File: src/rtl/alu_iterative_exec_pkg.sv
// Shared op codes, FSM state type and decode helpers for the iterative execute unit.
// Codes follow the RV32I {funct7[5], funct3} packing used by the ALU decoder.
package alu_iterative_exec_pkg;

    localparam logic [3:0] ALU_ADD  = 4'b0000;
    localparam logic [3:0] ALU_SLL  = 4'b0001;
    localparam logic [3:0] ALU_SLT  = 4'b0010;
    localparam logic [3:0] ALU_SLTU = 4'b0011;
    localparam logic [3:0] ALU_XOR  = 4'b0100;
    localparam logic [3:0] ALU_SRL  = 4'b0101;
    localparam logic [3:0] ALU_OR   = 4'b0110;
    localparam logic [3:0] ALU_AND  = 4'b0111;
    localparam logic [3:0] ALU_SUB  = 4'b1000;
    localparam logic [3:0] ALU_SRA  = 4'b1101;

    typedef enum logic {
        IDLE  = 1'b0,
        SHIFT = 1'b1
    } state_t;

    function automatic logic is_shift_op(input logic [3:0] op);
        return (op == ALU_SLL) || (op == ALU_SRL) || (op == ALU_SRA);
    endfunction

endpackage

File: src/rtl/alu_iterative_exec_comb_ops.sv
// Single-cycle ops (ADD/SUB/AND/OR/XOR/SLT/SLTU) plus legal-code detection.
// Shift codes are reported legal here but return 0; the top sequences them.
module alu_comb_ops
    import alu_iterative_exec_pkg::*;
#(
    parameter int XLEN = 32
) (
    input  logic [3:0]      op,
    input  logic [XLEN-1:0] a,
    input  logic [XLEN-1:0] b,
    output logic [XLEN-1:0] res,
    output logic            legal
);

    always_comb begin
        res   = '0;
        legal = 1'b1;
        case (op)
            ALU_ADD:  res = a + b;
            ALU_SUB:  res = a - b;
            ALU_AND:  res = a & b;
            ALU_OR:   res = a | b;
            ALU_XOR:  res = a ^ b;
            ALU_SLT:  res = {{(XLEN-1){1'b0}}, ($signed(a) < $signed(b))};
            ALU_SLTU: res = {{(XLEN-1){1'b0}}, (a < b)};
            ALU_SLL, ALU_SRL, ALU_SRA: res = '0;
            default:  legal = 1'b0;
        endcase
    end

endmodule

File: src/rtl/alu_iterative_exec.sv
// Multi-cycle execute unit: logic/arith ops in 1 cycle, shifts via 1-bit/cycle serial shifter (s+1 cycles).
// start is sampled only while busy=0; requests during a shift are dropped.
module alu_iterative_exec
    import alu_iterative_exec_pkg::*;
#(
    parameter int XLEN = 32
) (
    input  logic            clk,
    input  logic            rst,
    input  logic            start,
    input  logic [3:0]      alu_control,
    input  logic [XLEN-1:0] a,
    input  logic [XLEN-1:0] b,
    output logic            busy,
    output logic            done,
    output logic [XLEN-1:0] result,
    output logic            zero,
    output logic            illegal
);

    localparam int SW = $clog2(XLEN);

    state_t          state, state_nxt;
    logic [XLEN-1:0] sh_reg, sh_next, comb_res;
    logic [SW-1:0]   cnt, shamt;
    logic [3:0]      op_q;
    logic            comb_legal, start_shift;

    alu_comb_ops #(.XLEN(XLEN)) u_comb (
        .op    (alu_control),
        .a     (a),
        .b     (b),
        .res   (comb_res),
        .legal (comb_legal)
    );

    assign shamt       = b[SW-1:0];
    assign start_shift = is_shift_op(alu_control) && (shamt != '0);
    assign busy        = (state == SHIFT);

    // SRA keeps the sign bit in place, so the MSB always holds the original bit XLEN-1.
    always_comb begin
        case (op_q)
            ALU_SLL: sh_next = {sh_reg[XLEN-2:0], 1'b0};
            ALU_SRL: sh_next = {1'b0, sh_reg[XLEN-1:1]};
            default: sh_next = {sh_reg[XLEN-1], sh_reg[XLEN-1:1]};
        endcase
    end

    always_comb begin
        state_nxt = state;
        case (state)
            IDLE:    if (start && start_shift) state_nxt = SHIFT;
            SHIFT:   if (cnt == SW'(1)) state_nxt = IDLE;
            default: state_nxt = IDLE;
        endcase
    end

    always_ff @(posedge clk) begin
        if (rst) state <= IDLE;
        else     state <= state_nxt;
    end

    always_ff @(posedge clk) begin
        if (rst) begin
            sh_reg  <= '0;
            cnt     <= '0;
            op_q    <= ALU_ADD;
            done    <= 1'b0;
            result  <= '0;
            zero    <= 1'b1;
            illegal <= 1'b0;
        end else begin
            done <= 1'b0;
            case (state)
                IDLE: begin
                    if (start) begin
                        if (start_shift) begin
                            sh_reg <= a;
                            cnt    <= shamt;
                            op_q   <= alu_control;
                        end else if (is_shift_op(alu_control)) begin
                            result  <= a;
                            zero    <= (a == '0);
                            illegal <= 1'b0;
                            done    <= 1'b1;
                        end else begin
                            result  <= comb_res;
                            zero    <= (comb_res == '0);
                            illegal <= ~comb_legal;
                            done    <= 1'b1;
                        end
                    end
                end
                SHIFT: begin
                    sh_reg <= sh_next;
                    cnt    <= cnt - SW'(1);
                    if (cnt == SW'(1)) begin
                        result  <= sh_next;
                        zero    <= (sh_next == '0);
                        illegal <= 1'b0;
                        done    <= 1'b1;
                    end
                end
                default: ;
            endcase
        end
    end

endmodule
File: config.mk
export PLATFORM = sky130hd
export DESIGN_NAME = alu_iterative_exec
export DESIGN_NICKNAME = d
export VERILOG_FILES = /design/src/rtl/alu_iterative_exec_pkg.sv /design/src/rtl/alu_iterative_exec_comb_ops.sv /design/src/rtl/alu_iterative_exec.sv
export SDC_FILE = /design/constraint.sdc
export NUM_CORES = 1
export LEC_CHECK = 0
export BUFFER_PORTS_ARGS = -buffer_cell sky130_fd_sc_hd__buf_2
export CAP_MARGIN = 20
export CORE_MARGIN = 1.5
export CORE_UTILIZATION = 30
export CTS_CLUSTER_DIAMETER = 150
export DETAILED_ROUTE_END_ITERATION = 12
export PLACE_DENSITY = 0.46
export SLEW_MARGIN = 10
export SYNTH_ARGS = -nofsm -noshare
export SYNTH_HDL_FRONTEND = slang
export SYNTH_SLANG_ARGS = --single-unit
export TNS_END_PERCENT = 30
File: constraint.sdc
create_clock -name clk -period 3.8 [get_ports clk]
set_input_delay 0.19 -clock clk [delete_from_list [all_inputs] [get_ports clk]]
set_output_delay 0.19 -clock clk [all_outputs]
set_load 0.02 [all_outputs]
=== Yosys cells after proc, flatten, opt, wreduce, memory -nomap -nowiden ===
Index checks and enable logic that the tools add are counted.

* Bits in registers: 77
* Input bits: 71
* Output and inout port bits: 36

* Add/sub/neg operators: 3
* Order comparisons: 2
* Equal/unequal tests: 16
* Muxes and demuxes: 31
* Bitwise operators: 5
* Reductions and logical operators: 13

{| class="wikitable"
|+ Operators with widths
! cell !! count
|-
| $pmux 32 s7 || 1
|-
| $mux 32 || 6
|-
| $pmux 32 s2 || 3
|-
| $logic_not 32->1 || 3
|-
| $lt 32x32->1 || 2
|-
| $add 32x32->32 || 1
|-
| $and 32x32->32 || 1
|-
| $or 32x32->32 || 1
|-
| $sub 32x32->32 || 1
|-
| $xor 32x32->32 || 1
|-
| $eq 4x3->1 const B || 5
|-
| $mux 1 || 14
|-
| $mux 5 || 2
|-
| $pmux 5 s2 || 1
|-
| $reduce_or 10->1 || 1
|-
| $eq 4x1->1 const B || 2
|-
| $eq 4x2->1 const B || 2
|-
| $eq 4x4->1 const B || 2
|-
| $pmux 1 s2 || 4
|-
| $ne 2x2->1 const B || 3
|-
| $reduce_and 3->1 || 2
|-
| $eq 5x1->1 const B || 1
|-
| $reduce_bool 5->1 || 1
|-
| $sub 5x1->5 const B || 1
|-
| other kinds (6) || 9
|}

=== Longest topological paths before layout ===
* Depth in word-level cells: 8
* Depth in mapped cells: 14
* Depth with buffers taken out: 14

=== Cells and area by module ===
Synthesis repeated with hierarchy kept, for this count alone.

* Cells, all modules: 1309
* Area, all modules: 9076.2 um^2

{| class="wikitable"
|+ Modules (own cells, without submodules)
! module !! times used !! cells each !! area each (um^2)
|-
| alu_comb_ops || 1 || 753 || 4850.9
|-
| alu_iterative_exec || 1 || 556 || 4225.3
|}

=== Worst setup path after synthesis ===
OpenSTA, ideal clock, no wires.

* Path kind: input port to flip-flop
* Start: input port a[0]
* End: register zero
* Data arrival time: 2.842 ns
* Path slack: 0.836 ns
* Stages on the path: 13
* Path buffers: 0
* Cells stage by stage: ha_1 -> fa_1 -> a211oi_2 -> o21ai_1 -> and4bb_1 -> a21oi_1 -> o21ba_2 -> nor2_1 -> or4_1 -> a21oi_1 -> nand4b_1 -> nor4b_1 -> a311o_1

* Word-level cells in the longest chain between the ends: 7
* Elaborated cells between the ends (all ways): 14
* Those cells by class: add/sub: 2; order compare: 2; mux: 5; bitwise: 3; reduce/logical: 2

{| class="wikitable"
|+ RTL lines
! what !! line !! RTL
|-
| start: declaration || alu_iterative_exec.sv:12 || <nowiki>input logic [XLEN-1:0] a,</nowiki>
|-
| $sub 32x32->32 (tied with other cells) || alu_iterative_exec_comb_ops.sv:20 || <nowiki>ALU_SUB: res = a - b;</nowiki>
|-
| $pmux 32 s7 || alu_iterative_exec_comb_ops.sv:18 || <nowiki>case (op)</nowiki>
|-
| $logic_not 32->1 || alu_iterative_exec.sv:89 || <nowiki>zero <= (comb_res == '0);</nowiki>
|-
| $mux 1 * || alu_iterative_exec.sv:82 || <nowiki>end else if (is_shift_op(alu_control)) begin</nowiki>
|-
| $mux 1 * || alu_iterative_exec.sv:78 || <nowiki>if (start_shift) begin</nowiki>
|-
| $mux 1 * || alu_iterative_exec.sv:77 || <nowiki>if (start) begin</nowiki>
|-
| $pmux 1 s2 * || alu_iterative_exec.sv:75 || <nowiki>case (state)</nowiki>
|-
| end signal: assignment || alu_iterative_exec.sv:84 || <nowiki>zero <= (a == '0);</nowiki>
|-
| end signal: assignment || alu_iterative_exec.sv:89 ||
|-
| end signal: assignment || alu_iterative_exec.sv:100 || <nowiki>zero <= (sh_next == '0);</nowiki>
|-
| end: declaration || alu_iterative_exec.sv:17 || <nowiki>output logic zero,</nowiki>
|}

Every way passes the cells marked *; elsewhere a longest branch is shown, timed or not. The select of a mux whose other input is x is not followed.
A chain may end at the register's enable or synchronous reset.

=== Worst setup path after layout ===
* Start: input port a[2]
* End: register zero

Same word-level chain as after synthesis.

==> run summary <==
The commonest cells after synthesis are 175 x nand2_1, 144 x a21oi_1, 134 x nor2_1. Synthesis instantiated 86 different standard cells from the library. The Yosys step of the flow raised 0 warnings.

Clock tree synthesis inserted a total of 9 buffers. Setup violations remaining at the end of the flow were counted as 0. The beginning of the worst hold path is start.

The count of flip-flops with a built-in enable after synthesis came out at 0. The die span in x is 184 µm. The mapped netlist covers 9860 µm². The first TritonRoute pass finished after 5 iterations. Entering global routing, the biggest net connects 58 pins.

The number of antenna repair diodes is 0. The maximum buffer depth of the clock tree is 2. The total nets after synthesis is 1635. The area growth from synthesis to layout is 20.7%. Counting flops with an async set or reset pin after synthesis yields a share of 0%. The data arrival at the endpoint of the critical path came out at 3.83 ns.

Broken down by cell family, the worst path's largest delay share belongs to compound AO/OA/AOI/OAI gates. The number of hold-slack violations in the final timing report came out at 0. The multi-input logic area came out at 7540 µm².

The largest driver fanout on the critical path came out at 4. STA classifies the critical path endpoint as a register. Across the run, the number of max-cap violations was 0. The count of clock tree sinks came out at a little under 80. By startpoint and endpoint, the worst setup path is classified as in2reg. The count of nets left with antenna violations once routing finished came out at 0. Timing would allow up to 283 MHz.

The via count is 11500. The routed design could run at a clock period as short as 3.54 ns. The end of the worst register-to-register path is zero$_SDFFE_PP1P_. The total overflow left after global routing is 0. For hold timing, the worst endpoint is cnt[0]$_SDFFE_PP0P_. Among all flip-flop cells after synthesis, the most frequent one is dfxtp_1. The worst register-to-register path begins at cnt[0]$_SDFFE_PP0P_. The net count of the finished layout came out at 1795.

The number of max-slew violations in the final report is 0. The share of the clock period used by the worst path after layout is a little over 90%. The starting utilization of the core area came out at a little under a third. The placeable core region is about 32000 µm². The global-route wire length before repair is 68000 µm. The run finished with clean final reports. The cell count of the worst hold path is 3. The final RePlAce weighted congestion is 0.958. Summing all flip-flop and latch instances after layout gives 1540 µm². The post-detailed-route via-to-cell ratio is 5.62. The clock-pin slew reported for the worst setup and hold paths after clock tree synthesis came out at 0.06 ns. The final wirelength is between 40000 and 50000 µm. Dividing the detail-routed wire length by the instance count gives roughly 22 µm. The synthesized area per cell came out at 6.81 µm². Together, buffers and inverters on the worst path number 3.

The number of antenna violations at the first check in global routing came out at 0. After synthesis, the cell types taking the most area are dfxtp_1 16%, ha_1 15%, a21oi_1 7.3%. The standby leakage power came out at 5.25 nW.

The min-delay analysis places its worst path in the category in2reg. Power spread over the standard cell area amounts to 279 nW/µm². At the later pin of the worst-skew pair, clock insertion delay measures 0.34 ns.

The headroom to the max-slew limit is 37.3%. The most critical setup path has its startpoint at a[2]. After technology mapping, the gate count stands at 1447. The H-tree generated during clock tree synthesis spans 3 levels. The number of fill cells in the layout is 3554.

The required time of the critical path came out at about 4 ns. nand2_1 is the most common cell in the netlist. The post-cts resize count is 0.

Global routing used 26.7% of the available tracks across all layers. The category of the worst setup path launch point is a primary input. The most area-hungry cell type in the Yosys netlist is dfxtp_1. The depth of the worst register-to-register path came out at 11. The number of flip-flops and latches in the synthesized netlist came out at 77. In this run, post-CTS hold repair placed 0 buffers. Port buffering added roughly 110 buffers. Power comes to 3.32 mW. The number of setup buffers added after CTS is 0. During I/O placement, the number of pins put on the boundary was roughly 110. The area fraction of the dominant cell type after synthesis is 15.6%. The master of the slowest instance on the critical path is a311oi_1. Setup slack on the worst reg-to-reg path comes out at approximately 0.76 ns. The height of the die is around 180 µm.

For the pin with the worst max-slew slack, the measured transition is 0.931 ns. After synthesis, flip-flops and latches occupy 15.6% of the total area. Counting stages on the worst path, the most repeated cell is buf_4.

The delay contributed by the slowest stage of the critical path is 0.45 ns. TritonCTS built the clock tree. After detailed routing, the number of remaining DRC violations is 0. The tree is rooted in a clkbuf_16.

The HPWL after detailed placement came out at 36600 µm. The number of global-route vias before repair was about 11000. In this run the core area contains 66 standard-cell rows.

The clock arrives with 0.00753 ns of skew. The die outline area came out at 34000 µm². The core utilization of the finished layout is a little under two fifths.

Of the cells placed in the final design, the portion with a size suffix greater than 1 is 18.6%. The maximum vdd ir drop is roughly 0.22 mV. The initial DRC count came out at between 900 and 1000.

Setup repair after global routing left no endpoint under its margin. Walking the worst path, the cells encountered are buf_2 > buf_4 > ha_1 > a211oi_2 > o211ai_2 > buf_4 > a21oi_2 > o21bai_1 > a221o_1 > a211oi_1 > a2111oi_0 > a311oi_1 > nand4_1 > nor4_2 > a311o_1.
[worst max path at each step]
stage                              endpoint  slack [ns]  cells after the start
after global placement    zero$_SDFFE_PP1P_       -0.09                     15
after global routing      zero$_SDFFE_PP1P_        0.09                     15
after detailed placement  zero$_SDFFE_PP1P_       -0.12                     15
final                     zero$_SDFFE_PP1P_        0.26                     15
after CTS                 zero$_SDFFE_PP1P_        0.22                     15
after floorplan           zero$_SDFFE_PP1P_        0.84                     13
[cell usage in the layout, fill, tap and decap left out, types with 12 or more instances in the layout]
cell type	instances
ha_1	115
nand4_1	21
dfxtp_1	76
nand2b_1	15
buf_2	106
buf_4	139
a31oi_1	18
nor4_1	31
nand2_1	175
nor2b_1	12
o31ai_1	15
inv_1	106
a21oi_1	144
mux2i_1	22
a211oi_1	37
nor2_1	134
nand3_1	36
a21o_1	13
nor3_1	31
o211ai_1	34
o21ai_0	117
[power breakdown]
group          total [mW]  switching [mW]  internal (mW)  leakage [nW]
combinational        1.58           0.991          0.593          4.49
sequential          0.934          0.0616          0.872         0.631
clock               0.801           0.346          0.454         0.127
total                3.32            1.40           1.92          5.25
[per-layer routing]
metal	GRT usage, %	routed length, µm	vias up
met5	0	0	-
met4	10.5	1850	0
met3	3.48	2530	83
met2	43.7	20700	398
met1	35.5	20600	5491
li1	-	-	5563
[worst min-delay path, delay by kind of cell]
kind	cells	cell delay (ns)
simple gates	1	0.09
compound gates	1	0.09
buf+inv	1	0.14
[cell families after synthesis]
logic type      synth area share, %
mux                            2.92
compound gates                 33.3
simple gates                   24.1
flops                          15.6
xor+xnor                      0.977
buf+inv                        8.06
fa+ha+maj                      15.0
[metrics by stage]
step	hold WS (ns)	area [µm²]	setup TNS [ns]	setup WS [ns]	cells
2_1_floorplan	0.341	9860	0	0.836	1447
3_3_place_gp	0.439	11600	-0.138	-0.0867	2038
3_5_place_dp	0.442	11600	-0.123	-0.116	2038
4_1_cts	0.205	11900	0	0.224	2053
5_1_grt	0.240	11900	0	0.0860	2053
6_report	0.215	11900	0	0.261	2053
[final cells by class]
cell class                      instances  area share (%)
Multi-Input combinational cell       1167            63.4
Timing Repair Buffer                  246            13.4
Sequential cell                        77            13.0
Tap cell                              442            4.65
Inverter                              106            3.34
Clock buffer                           11            2.04
Clock inverter                          4           0.210
No activity file was read; power rests on OpenSTA's default activity.
